==> src/rtl/booth_mult_seq_pkg.sv <==
// Shared types and helpers for the sequential radix-2 Booth multiplier.
// BOOTH_SIGNED_MODE_EN widens the internal datapath by one bit to support unsigned operands.
package booth_pkg;

  typedef enum logic [1:0] {
    IDLE,
    CALC,
    DONE
  } state_e;

  // Booth decode of {Q[0], q_m1}
  localparam logic [1:0] BOOTH_ADD = 2'b01;
  localparam logic [1:0] BOOTH_SUB = 2'b10;

  // Internal operand width, which is also the iteration count.
  function automatic int unsigned booth_iter(input int unsigned width);
`ifdef BOOTH_SIGNED_MODE_EN
    return width + 1;
`else
    return width;
`endif
  endfunction

endpackage

==> src/rtl/booth_mult_seq_step.sv <==
// One radix-2 Booth iteration: conditional add/subtract of M into A,
// then arithmetic shift right of {A, Q, q_m1}.
module booth_step
  import booth_pkg::*;
#(
  parameter int unsigned W = 8
) (
  input  logic [W:0]   a_i,
  input  logic [W-1:0] q_i,
  input  logic         qm1_i,
  input  logic [W-1:0] m_i,
  output logic [W:0]   a_o,
  output logic [W-1:0] q_o,
  output logic         qm1_o
);

  logic [W:0] m_sx;
  logic [W:0] sum;

  always_comb begin
    m_sx = {m_i[W-1], m_i};
    sum  = a_i;
    unique case ({q_i[0], qm1_i})
      BOOTH_ADD: sum = a_i + m_sx;
      BOOTH_SUB: sum = a_i - m_sx;
      default:   sum = a_i;
    endcase
    // Guard bit of A is replicated into the vacated MSB.
    {a_o, q_o, qm1_o} = {sum[W], sum, q_i};
  end

endmodule

==> src/rtl/booth_mult_seq.sv <==
// Sequential radix-2 Booth multiplier with start/busy/done handshake.
// Optional macro BOOTH_SIGNED_MODE_EN adds signed_i and a one-bit-wider datapath.
import booth_pkg::*;

module booth_mult_seq #(
  parameter int unsigned WIDTH = 8
) (
  input  logic               clk,
  input  logic               rst,
  input  logic               start_i,
  input  logic [WIDTH-1:0]   multiplicand_i,
  input  logic [WIDTH-1:0]   multiplier_i,
`ifdef BOOTH_SIGNED_MODE_EN
  input  logic               signed_i,
`endif
  output logic               busy_o,
  output logic               done_o,
  output logic [2*WIDTH-1:0] result_o
);

  localparam int unsigned W     = booth_iter(WIDTH);
  localparam int unsigned ITER  = W;
  localparam int unsigned CNT_W = (ITER > 1) ? $clog2(ITER) : 1;

  state_e               state_q, state_d;
  logic [W:0]           a_q, a_d;
  logic [W-1:0]         q_q, q_d;
  logic                 qm1_q, qm1_d;
  logic [W-1:0]         m_q, m_d;
  logic [CNT_W-1:0]     cnt_q, cnt_d;
  logic [2*WIDTH-1:0]   result_q, result_d;

  logic [W-1:0]         m_ext, q_ext;
  logic [W:0]           a_nxt;
  logic [W-1:0]         q_nxt;
  logic                 qm1_nxt;

  always_comb begin
`ifdef BOOTH_SIGNED_MODE_EN
    m_ext = signed_i ? {multiplicand_i[WIDTH-1], multiplicand_i} : {1'b0, multiplicand_i};
    q_ext = signed_i ? {multiplier_i[WIDTH-1], multiplier_i}     : {1'b0, multiplier_i};
`else
    m_ext = multiplicand_i;
    q_ext = multiplier_i;
`endif
  end

  booth_step #(
    .W(W)
  ) u_step (
    .a_i   (a_q),
    .q_i   (q_q),
    .qm1_i (qm1_q),
    .m_i   (m_q),
    .a_o   (a_nxt),
    .q_o   (q_nxt),
    .qm1_o (qm1_nxt)
  );

  always_comb begin
    state_d  = state_q;
    a_d      = a_q;
    q_d      = q_q;
    qm1_d    = qm1_q;
    m_d      = m_q;
    cnt_d    = cnt_q;
    result_d = result_q;
    unique case (state_q)
      IDLE, DONE: begin
        if (start_i) begin
          state_d = CALC;
          a_d     = '0;
          q_d     = q_ext;
          qm1_d   = 1'b0;
          m_d     = m_ext;
          cnt_d   = '0;
        end else begin
          state_d = IDLE;
        end
      end
      CALC: begin
        a_d   = a_nxt;
        q_d   = q_nxt;
        qm1_d = qm1_nxt;
        cnt_d = cnt_q + CNT_W'(1);
        // Result is taken from the step output so it lands on the final edge.
        if (cnt_q == CNT_W'(ITER - 1)) begin
          state_d  = DONE;
          result_d = (2*WIDTH)'({a_nxt, q_nxt});
        end
      end
      default: state_d = IDLE;
    endcase
  end

  always_ff @(posedge clk or negedge rst) begin
    if (!rst) begin
      state_q  <= IDLE;
      a_q      <= '0;
      q_q      <= '0;
      qm1_q    <= 1'b0;
      m_q      <= '0;
      cnt_q    <= '0;
      result_q <= '0;
    end else begin
      state_q  <= state_d;
      a_q      <= a_d;
      q_q      <= q_d;
      qm1_q    <= qm1_d;
      m_q      <= m_d;
      cnt_q    <= cnt_d;
      result_q <= result_d;
    end
  end

  assign busy_o   = (state_q == CALC);
  assign done_o   = (state_q == DONE);
  assign result_o = result_q;

endmodule

==> config.mk <==
export PLATFORM = sky130hd
export DESIGN_NAME = booth_mult_seq
export DESIGN_NICKNAME = d
export VERILOG_FILES = /design/src/rtl/booth_mult_seq_pkg.sv /design/src/rtl/booth_mult_seq_step.sv /design/src/rtl/booth_mult_seq.sv
export SDC_FILE = /design/constraint.sdc
export NUM_CORES = 1
export LEC_CHECK = 0
export ABC_AREA = 1
export BUFFER_PORTS_ARGS = -buffer_cell sky130_fd_sc_hd__buf_2
export CORE_MARGIN = 3
export CORE_UTILIZATION = 51
export DETAILED_ROUTE_END_ITERATION = 7
export PLACE_DENSITY = 0.75
export SLEW_MARGIN = 10
export SYNTH_ARGS = -nofsm -noshare
export SYNTH_HDL_FRONTEND = slang
export SYNTH_SLANG_ARGS = --single-unit
==> constraint.sdc <==
create_clock -name clk -period 2.4 [get_ports clk]
set_clock_uncertainty 0.05 [all_clocks]
set_input_delay 0.12 -clock clk [delete_from_list [all_inputs] [get_ports clk]]
set_output_delay 0.12 -clock clk [all_outputs]
set_load 0.005 [all_outputs]
==> results.txt <==
----------------------------------------------------
[Run status]
  Outcome ... finished with violations
  Violated checks ... setup timing

[CTS]
  Register clock-pin slew on the reported worst setup and hold paths ... 90 ps
  Sink Count ... 46
  TritonCTS clock tree ... built
  CTS max path bufs ... 2
  H-tree depth ... 2
  Clk root buf ... sky130_fd_sc_hd__clkbuf_8
  Clock latency of the later-clocked register in the worst-skew pair ... 310 ps
  Inserted Clock Buffers ... 5

[Setup path]
  Worst setup path category ... reg -> reg
  Worst r2r src ... m_q[0]
  Top cell family by delay on the critical path ... simple AND/OR/NAND/NOR gates
  Worst endpoint required time ... 2550 ps
  Cells along the critical path ... inv_2 -> ha_4 -> inv_4 -> nor2_4 -> nand2_2 -> o31ai_2 -> xnor2_1 -> inv_1 -> ha_4 -> nand2_2 -> nor2_1 -> nand2_2 -> nand3_1 -> nand3_2 -> nand2_1 -> nand2_1 -> nand2_1 -> nand2_1
  Launching instance or port of the critical path ... m_q[0]
  Worst Path Max Fanout ... 2
  Category of the worst setup path launch point ... flip-flop
  Kind of end point of the critical path ... flip-flop
  Worst EP arrival ... 2560 ps
  Cell mode on critical path ... sky130_fd_sc_hd__nand2_1
  Crit path buffers/inverters ... 3
  Slack of the worst reg-to-reg path ... -10 ps
  Max stage delay on crit path ... 400 ps
  Critical-path cell with the highest stage delay ... sky130_fd_sc_hd__dfrtp_1

[Flow run]
  Count of max-cap constraint violations ... 0

[Final layout]
  Filler cell count ... 357
  Share of layout cells above drive strength 1 ... 31.7%
  Layout Cells excl Fill ... 412
  Layout Area Growth over Synthesis ... 27.9%
  Number of nets in the layout ... 378
  Final cell area excluding filler cells ... 3180 um^2
  Antenna cells ... 0

[Route]
  Vias after detailed routing ... 2,129
  DRC violations left ... 0
  Initial DRC count ... 135
  Total iterations of the first detailed-routing run ... 4
  Per-cell routed wire length ... 13.4 um
  Routed Wire Length ... 5500 um
  Vias per Instance ... 5.17
  Number of nets still failing antenna checks after routing ... 0

[Logic synthesis]
  Number of instances in the synthesized netlist ... 291
  Netlist area before placement ... 2490 um^2
  Ys async rst share ... 100%
  Share of the synthesized area in compound gates (AO/OA/AOI/OAI) ... 12.8%
  Dominant combinational cell family by area after synthesis ... simple AND/OR/NAND/NOR gates
  Synthesized net count ... 323
  Register bit count reported by yosys ... 46
  Synth Area in XOR/XNOR ... 2.11%
  Number of library cell types mapped by synthesis ... 34
  Primary flip-flop cell chosen by synthesis mapping ... sky130_fd_sc_hd__dfrtp_1
  Sequential element share of the synthesized area ... 46.3%
  Arithmetic-cell share of the synthesized area counting full adders, half adders and majority gates ... 6.84%
  Average instance area after synthesis ... 8.54 um^2
  Yosys synthesis warning count ... 0
  Number of flops mapped to enable cells by yosys ... 0
  Basic-gate share of the synthesized area counting and, or, nand and nor cells ... 22.2%
  Share of cell area taken by muxes after synthesis ... 1.81%

[Global route]
  Antenna violations before repair ... 0
  Highest-utilization routing layer at the global route stage ... met2
  Pin count of the biggest net entering global routing ... 47
  Met3 routing resource usage after global routing ... 4.62%
  Global-route congestion overflow total ... 0
  Vias in the first global route ... 1,990
  GRT Resource Usage Total ... 19.6%
  Routing usage on met1 ... 24.8%
  Global-route wire length before repair ... 8630 um
  Met2 layer usage reported by global route ... 32.8%

[Floorplan]
  Row Count ... 24
  Core footprint ... 4530 um^2
  Starting density of the core ... 54.8%
  Height of the die ... 75.8 um
  Area of the die ... 5750 um^2
  Chip Width ... 75.8 um
  I/O pin count ... 37

[Placed design]
  Detail Placement HPWL ... 3670 um
  Final weighted congestion in routability-driven placement ... 0.885
  Port Buf Inserts ... 36
  Area after DPL ... 2770 um^2
  Number of placed instances, taps included ... 393

[Timing]
  Achievable clock frequency ... 415 MHz
  Setup violators final ... 2
  Worst-case hold slack ... 3.29 ps
  Final count of pins violating max slew ... 0
  Clock period minus worst slack ... 2410 ps
  Final worst slack ... -9.69 ps
  Total Negative Setup Slacks ... -17.0 ps
  Relative slew slack ... 34.4%
  Fin. Hold Viols ... 0
  Worst-margin pin slew ... 984 ps
  Period utilization ... 100%
  Unrepaired setup endpoints after global routing ... yes

[Worst hold path]
  Kind of path behind the tightest hold check ... in -> reg
  Worst min-delay path startpoint ... multiplicand_i[1]

----------------------------------------------------
-- layout make-up --
cell class | instances | area [um^2] | share of cell area, %
Tap cell | 65 | 81.3 | 2.56
Clock inverter | 3 | 43.8 | 1.38
Multi-Input combinational cell | 198 | 1320 | 41.6
Timing Repair Buffer | 56 | 358 | 11.3
Sequential cell | 46 | 1150 | 36.2
Inverter | 39 | 154 | 4.84
Clock buffer | 5 | 68.8 | 2.16
-- routing by layer --
metal | share of wire (%) | vias to the layer above
li1 | - | 1071
met4 | 2.0 | 0
met5 | 0 | -
met2 | 47 | 63
met1 | 46 | 982
met3 | 5.1 | 13
-- tightest hold or removal path, cell delays in order --
cell and delay [ps]:
sky130_fd_sc_hd__buf_2 70, sky130_fd_sc_hd__nor2_1 30, sky130_fd_sc_hd__a21oi_1 100
-- registers in the layout, summed over array words and instances, names as in the netlist --
| signal | flops |
|---|---|
| a_q | 8 |
| cnt_q | 3 |
| state_q | 2 |
| q_q | 8 |
| result_o | 16 |
| qm1_q | 1 |
| m_q | 8 |
-- through the flow --
| step | util, % | setup WS [ps] |
|---|---|---|
| finish | 70.1 | -9.69 |
| CTS | 66.6 | 0.0151 |
| global route | 70.1 | -239 |
| detailed placement | 61.2 | -117 |
| floorplan | - | 28.9 |
| global placement | 61.2 | 5.35 |
-- timing repair --
item                       4_1_cts  5_1_grt
hold endpoints to repair        50        0
setup endpoints to repair        6       12
pin swaps                        9       21
hold buffers                     5        0
resized for setup               16       33
setup buffers                    1        5
-- synth_stat cells, types with 2 or more instances --
cell | instances | area, um^2
sky130_fd_sc_hd__ha_1 | 12 | 150
sky130_fd_sc_hd__nor3_1 | 6 | 30.0
sky130_fd_sc_hd__dfrtp_1 | 46 | 1150
sky130_fd_sc_hd__a221oi_2 | 3 | 45.0
sky130_fd_sc_hd__xnor2_1 | 3 | 26.3
sky130_fd_sc_hd__a21oi_1 | 12 | 60.1
sky130_fd_sc_hd__buf_2 | 6 | 30.0
sky130_fd_sc_hd__a22o_1 | 4 | 35.0
sky130_fd_sc_hd__o22ai_1 | 4 | 25.0
sky130_fd_sc_hd__inv_4 | 2 | 12.5
sky130_fd_sc_hd__nand2_1 | 77 | 289
sky130_fd_sc_hd__a221oi_1 | 2 | 17.5
sky130_fd_sc_hd__mux2_2 | 4 | 45.0
sky130_fd_sc_hd__inv_1 | 35 | 131
sky130_fd_sc_hd__xor2_1 | 3 | 26.3
sky130_fd_sc_hd__nor2_1 | 16 | 60.1
sky130_fd_sc_hd__nand3_1 | 18 | 90.1
sky130_fd_sc_hd__nand4_1 | 2 | 12.5
sky130_fd_sc_hd__o21ai_0 | 21 | 105
-- final timing paths --
path,to,depth (start not counted)
max reg2reg,result_o[15],18
max,result_o[15],18
min reg2reg,cnt_q[0],1
min in group asynchronous,result_o[4],2
max in group asynchronous,result_o[14],2
min,m_q[1],3
-- logic make-up (layout without fill, tap and decap cells) --
| group | after synthesis | count (layout) |
|---|---|---|
| AOI/OAI and AO/OA | 50 | 50 |
| xor gates and xnor gates | 6 | 6 |
| adders and majority gates | 13 | 13 |
| buffers and inverters | 47 | 103 |
| DFF | 46 | 46 |
| muxes | 4 | 4 |
| and+or+nand+nor | 125 | 125 |
-- cell usage in the layout, fill, tap and decap left out, types with 5 or more instances in the layout --
| cell | synthesis | final |
|---|---|---|
| sky130_fd_sc_hd__a21oi_1 | 12 | 8 |
| sky130_fd_sc_hd__ha_4 | 0 | 5 |
| sky130_fd_sc_hd__nand2_2 | 1 | 10 |
| sky130_fd_sc_hd__ha_1 | 12 | 6 |
| sky130_fd_sc_hd__dfrtp_1 | 46 | 46 |
| sky130_fd_sc_hd__o21ai_0 | 21 | 17 |
| sky130_fd_sc_hd__inv_1 | 35 | 30 |
| sky130_fd_sc_hd__nand3_1 | 18 | 11 |
| sky130_fd_sc_hd__inv_2 | 1 | 5 |
| sky130_fd_sc_hd__nor2_1 | 16 | 15 |
| sky130_fd_sc_hd__nor3_1 | 6 | 5 |
| sky130_fd_sc_hd__nand3_2 | 0 | 5 |
| sky130_fd_sc_hd__clkbuf_8 | 0 | 5 |
| sky130_fd_sc_hd__nand2_1 | 77 | 68 |
| sky130_fd_sc_hd__buf_4 | 0 | 11 |
| sky130_fd_sc_hd__dlygate4sd3_1 | 0 | 5 |
| sky130_fd_sc_hd__buf_2 | 6 | 36 |
Power is left out: the tool's default activity adds up to more than one toggle a clock period on the data nets, which glitch-free logic cannot reach.
